File: src/rtl/serial_adder_ctrl_if.sv
// rtl/serial_adder_ctrl_if.sv - operand/result handshake bundle for serial_adder_ctrl (sub only with SERIAL_ADD_SUB_EN)
interface serial_adder_ctrl_if #(
    parameter int WIDTH = 8
);
    logic             start;
    logic [WIDTH-1:0] a;
    logic [WIDTH-1:0] b;
    logic             cin;
`ifdef SERIAL_ADD_SUB_EN
    logic             sub;
`endif
    logic             busy;
    logic             done;
    logic [WIDTH-1:0] sum;
    logic             cout;

`ifdef SERIAL_ADD_SUB_EN
    modport master (output start, a, b, cin, sub, input busy, done, sum, cout);
    modport slave  (input start, a, b, cin, sub, output busy, done, sum, cout);
`else
    modport master (output start, a, b, cin, input busy, done, sum, cout);
    modport slave  (input start, a, b, cin, output busy, done, sum, cout);
`endif
endinterface

File: src/rtl/serial_adder_ctrl.sv
// rtl/serial_adder_ctrl.sv - bit-serial adder, LSB first, one bit per clock; SERIAL_ADD_SUB_EN adds subtract
module serial_adder_ctrl #(
    parameter int WIDTH = 8
) (
    input logic                clk,
    input logic                rst,
    serial_adder_ctrl_if.slave bus
);
    localparam int CW = (WIDTH > 1) ? $clog2(WIDTH) : 1;
    localparam logic [CW-1:0] LAST = CW'(WIDTH - 1);

    typedef enum logic [1:0] {
        IDLE = 2'd0,
        RUN  = 2'd1,
        DONE = 2'd2
    } state_t;

    state_t           state;
    state_t           state_nxt;
    logic [WIDTH-1:0] a_sr;
    logic [WIDTH-1:0] b_sr;
    logic [WIDTH-1:0] res_sr;
    logic             carry;
    logic [CW-1:0]    count;
    logic [WIDTH-1:0] sum_r;
    logic             cout_r;

    logic             s_bit;
    logic             c_nxt;
    logic [WIDTH-1:0] b_load;
    logic             c_load;
    logic             last_bit;

    // The single shared full-adder cell
    always_comb begin
        s_bit = a_sr[0] ^ b_sr[0] ^ carry;
        c_nxt = (a_sr[0] & b_sr[0]) | (a_sr[0] & carry) | (b_sr[0] & carry);
    end

    // Subtract is a + ~b + 1; cout then reads as "no borrow"
    always_comb begin
        b_load = bus.b;
        c_load = bus.cin;
`ifdef SERIAL_ADD_SUB_EN
        if (bus.sub) begin
            b_load = ~bus.b;
            c_load = 1'b1;
        end
`endif
    end

    assign last_bit = (count == LAST);

    always_comb begin
        state_nxt = state;
        case (state)
            IDLE:    if (bus.start) state_nxt = RUN;
            RUN:     if (last_bit) state_nxt = DONE;
            DONE:    state_nxt = IDLE;
            default: state_nxt = IDLE;
        endcase
    end

    always_ff @(posedge clk) begin
        if (rst) begin
            state  <= IDLE;
            a_sr   <= '0;
            b_sr   <= '0;
            res_sr <= '0;
            carry  <= 1'b0;
            count  <= '0;
            sum_r  <= '0;
            cout_r <= 1'b0;
        end else begin
            state <= state_nxt;
            case (state)
                IDLE: begin
                    if (bus.start) begin
                        a_sr  <= bus.a;
                        b_sr  <= b_load;
                        carry <= c_load;
                        count <= '0;
                    end
                end
                RUN: begin
                    a_sr   <= a_sr >> 1;
                    b_sr   <= b_sr >> 1;
                    res_sr <= {s_bit, res_sr[WIDTH-1:1]};
                    carry  <= c_nxt;
                    if (!last_bit) count <= count + 1'b1;
                    // Publish the final bit together with the rest so sum never shows a partial result
                    if (last_bit) begin
                        sum_r  <= {s_bit, res_sr[WIDTH-1:1]};
                        cout_r <= c_nxt;
                    end
                end
                default: ;
            endcase
        end
    end

    assign bus.busy = (state != IDLE);
    assign bus.done = (state == DONE);
    assign bus.sum  = sum_r;
    assign bus.cout = cout_r;
endmodule

File: src/flat_wrapper.sv
// flat-port wrapper written by rule: the top's interface ports become plain ports
module serial_adder_ctrl_flat 
#(
    parameter int WIDTH = 8
)
  (clk, rst, bus_start, bus_a, bus_b, bus_cin, bus_busy, bus_done, bus_sum, bus_cout);
  serial_adder_ctrl_if #(.WIDTH(WIDTH)) bus_i ();
  input logic clk;
  input logic rst;
  input wire logic [$bits(bus_i.start)-1:0] bus_start;
  input wire logic [$bits(bus_i.a)-1:0] bus_a;
  input wire logic [$bits(bus_i.b)-1:0] bus_b;
  input wire logic [$bits(bus_i.cin)-1:0] bus_cin;
  output wire logic [$bits(bus_i.busy)-1:0] bus_busy;
  output wire logic [$bits(bus_i.done)-1:0] bus_done;
  output wire logic [$bits(bus_i.sum)-1:0] bus_sum;
  output wire logic [$bits(bus_i.cout)-1:0] bus_cout;
  assign bus_i.start = bus_start;
  assign bus_i.a = bus_a;
  assign bus_i.b = bus_b;
  assign bus_i.cin = bus_cin;
  assign bus_busy = bus_i.busy;
  assign bus_done = bus_i.done;
  assign bus_sum = bus_i.sum;
  assign bus_cout = bus_i.cout;
  serial_adder_ctrl #(.WIDTH(WIDTH)) u_core (.clk(clk), .rst(rst), .bus(bus_i));
endmodule
File: config.mk
export PLATFORM = sky130hd
export DESIGN_NAME = serial_adder_ctrl_flat
export DESIGN_NICKNAME = d
export VERILOG_FILES = /design/src/rtl/serial_adder_ctrl_if.sv /design/src/rtl/serial_adder_ctrl.sv /design/src/flat_wrapper.sv
export SDC_FILE = /design/constraint.sdc
export NUM_CORES = 1
export LEC_CHECK = 0
export CAP_MARGIN = 20
export CELL_PAD_IN_SITES_DETAIL_PLACEMENT = 2
export CELL_PAD_IN_SITES_GLOBAL_PLACEMENT = 2
export CORE_MARGIN = 10
export CORE_UTILIZATION = 32
export DETAILED_ROUTE_END_ITERATION = 10
export DONT_BUFFER_PORTS = 1
export GPL_TIMING_DRIVEN = 0
export PLACE_DENSITY_LB_ADDON = 0.1
export RECOVER_POWER = 25
export SLEW_MARGIN = 20
export SYNTH_ARGS = -nofsm -noshare
export SYNTH_HDL_FRONTEND = slang
export SYNTH_SLANG_ARGS = --single-unit
File: constraint.sdc
create_clock -name clk -period 1.6 [get_ports clk]
set_clock_uncertainty 0.15 [all_clocks]
set_input_delay 0.24 -clock clk [delete_from_list [all_inputs] [get_ports clk]]
set_output_delay 0.24 -clock clk [all_outputs]
set_load 0.03 [all_outputs]
==> impl_metrics.yaml <==
outcome:
  outcome: "complete, but fails checks"
  violations: "negative hold slack"
worst_setup_path:
  path_depth: 3
  crit_family: "flip-flops"
  crit_fanout: 7
  worstRegToRegCells: 4
  required_ns: 1.21
  cp.arrival_ns: 1.19
  path_buf_inv: 2
  crit_slowest_cell: "dfxtp_4"
  path_class: "flip-flop to output port"
  end_kind: "output port"
  crit_chain: "buf_8, buf_8, or2_4"
  crit_path_frequent_cell: "buf_8"
  start_kind: "flip-flop"
  critPathMaxStageDelay_ns: 0.38
timing:
  max_slew.worst_pin.slew_ns: 0.577
  setup_viol: 0
  slew_violations: 0
  fin_crit_sh_pct: 98.6
  layout_min_cycle_time_ns: 1.58
  grt_setup_unrepaired: "yes"
  relSlewSlack_pct: 61.5
  final.setup.worst_slack_ns: 0.0230
  hold-worst-slack_ns: -0.00562
  fmax_mhz: 634
  final_hold_viol_count: 1
clock_tree:
  clk_pin_slew_ns: 0.08
  cts_htree_levels: 2
  cts_buffers: 5
  clock_path_buffers: 2
  cts_tree: "built"
  ctsHoldBuffers: 0
  clock_latency_ns: 0.29
  clock-root-buffer: "clkbuf_8"
  cts_sinks: 38
min_path:
  hold_depth: 3
  worstHoldPathType: "primary input to flip-flop"
global_routing:
  grt_pass1_vias: 1723
  overflow: 0
  grt_usage_pct: 12.9
  grt_pass1_wl_mm: 9.03
  grt_max_degree: 13
  grt_antenna_before_repair: 1
die:
  dieWidth_um: 93.1
  rows: 26
  core_sq_um: 5140
  dieArea_sq_um: 8660
  die_h_um: 93.1
  initial_core_util_pct: 33.3
  io_pins: 31
flow_run:
  timing.max_cap.violations: 0
yosys:
  ys_seq_area_share_pct: 44.5
  netlist_area_sq_um: 1710
  yosysTopAreaCell: "dfxtp_1"
  ys_warn_count: 0
  ys_seq_elements: 38
  synthesis.nets: 229
  ys.flop_type: "dfxtp_1"
  postSynthCellCount: 206
  synth_cell_types: 23
  async_flop_share_pct: 0
  synth_top_area_share_pct: 44.5
  synth-edff-count: 0
  yosys-top-cells-area: "dfxtp_1, a21oi_1, o221a_2"
  avgSynthCellArea_sq_um: 8.30
route:
  drc: 0
  drt-vias-per-instance: 5.33
  drt_iter0_drc: 48
  num_vias: 1571
  wl_mm: 5.72
  dr.pass1.iters: 4
  postRouteAntennaNets: 0
  wire_per_inst_um: 19.4
power_and_ir_drop:
  clkPwrFrac_pct: 43.5
  cellPowerDensity_nw_per_um2: 1090
  p_comb_share_pct: 12.1
  p_int_w: 0.00179
  pwr-share-seq_pct: 44.4
  switching_share_pct: 23.7
  switching_power_w: 0.000556
  ir_worst_vdd_mv: 0.466
  p_leak_nw: 0.814
final_layout:
  final_area_sq_um: 2160
  fin_cells: 295
  finalNetCount: 246
  area_growth_pct: 26.4
  drive_above_1_share_pct: 26.8
placement:
  gp_congestion: 0.722
  place_area_sq_um: 1800
  place_ws_ns: -0.477
  io_buffer_count: 0
  dp_hpwl_mm: 3.81
  place_inst: 276
## per-layer routing
metal / share of wire [%] / global-route usage, %
met1: 42 / 15.4
met2: 51 / 22.2
met3: 5.7 / 4.40
met4: 0.59 / 2.31
met5: 0 / 0
## cells by family after synthesis
kind of cell	Yosys count	synth area share (%)
adders and majority gates	3	2.64
AOI/OAI and AO/OA	69	27.8
buffers and inverters	33	7.98
DFF	38	44.5
and+or+nand+nor	63	17.1
## final timing paths
path	from	to	slack, ns
setup / recovery	u_core.state[0]	bus_busy	0.02
hold / removal	rst	u_core.count[0]	-0.006
setup reg to reg	u_core.state[1]	u_core.a_sr[7]	0.09
hold reg to reg	u_core.res_sr[1]	u_core.res_sr[1]	0.33
## synthesized netlist by cell type (2+ instances only)
master    instances
a21oi_1          40
buf_2             6
clkbuf_1          9
dfxtp_1          38
ha_1              2
inv_1            16
nand2_1          26
nand2b_1          6
nand3_1           9
nor2_1           14
nor2b_1           3
o21ai_0           4
o221a_2          15
o22a_1            9
## flip-flops by register name, indices dropped and copies added, names as in the netlist
register and count:
u_core.a_sr 8, u_core.b_sr 8, u_core.bus.sum 8, u_core.res_sr 7
u_core.count 3, u_core.state 2, u_core.bus.cout 1, u_core.carry 1
## worst register-to-register path, delay by kind of cell, from the launching register on
kind	cells	cell delay [ns]
AO/OA/AOI/OAI	1	0.16
buffers and inverters	1	0.20
flip-flops	1	0.36
AND/OR/NAND/NOR	2	0.56
## power groups by stage
stage                     Sequential [W]  Combinational (W)  Clock (W)
final                            0.00104           0.000285    0.00102
after detailed placement         0.00106           0.000248          0
after global routing             0.00105           0.000315    0.00108
after global placement           0.00106           0.000232          0
after CTS                        0.00104           0.000271    0.00104
after floorplan                  0.00105           0.000189          0
## layout by cell type, fill, tap and decap left out, types with 9 or more instances in the layout
cell	count
o221a_2	15
nand2_1	26
dfxtp_1	34
o22a_1	9
nor2_1	14
inv_1	16
nand3_1	9
buf_4	9
a21oi_1	35
## what timing repair did
| action | 4_1_cts | 5_1_grt |
|---|---|---|
| endpoints found under the setup margin | 16 | 29 |
| buffers inserted | 6 | 3 |
| cloned | 1 | 0 |
| pin swaps | 5 | 4 |
| resized for setup | 28 | 14 |
## per-stage QoR
step                      utilization, %  power [W]  TNS [ns]
after CTS                           40.6    0.00235   -0.0106
after detailed placement            35.0    0.00131     -5.18
after floorplan                        -    0.00124         0
after global routing                42.0    0.00245   -0.0222
after global placement              35.0    0.00129     -4.25
final                               42.0    0.00235         0
## area by class of cell
type,instances,area [sq um]
fill,615,2980
antenna,1,2.50
buffer,17,141
inverter,16,60.1
tap,70,87.6
multi-input combinational,135,872
clock buffer,6,82.6
clock inverter,2,60.1
sequential,38,771
timing repair buffer,10,82.6
(Power assumes the default switching activity.)
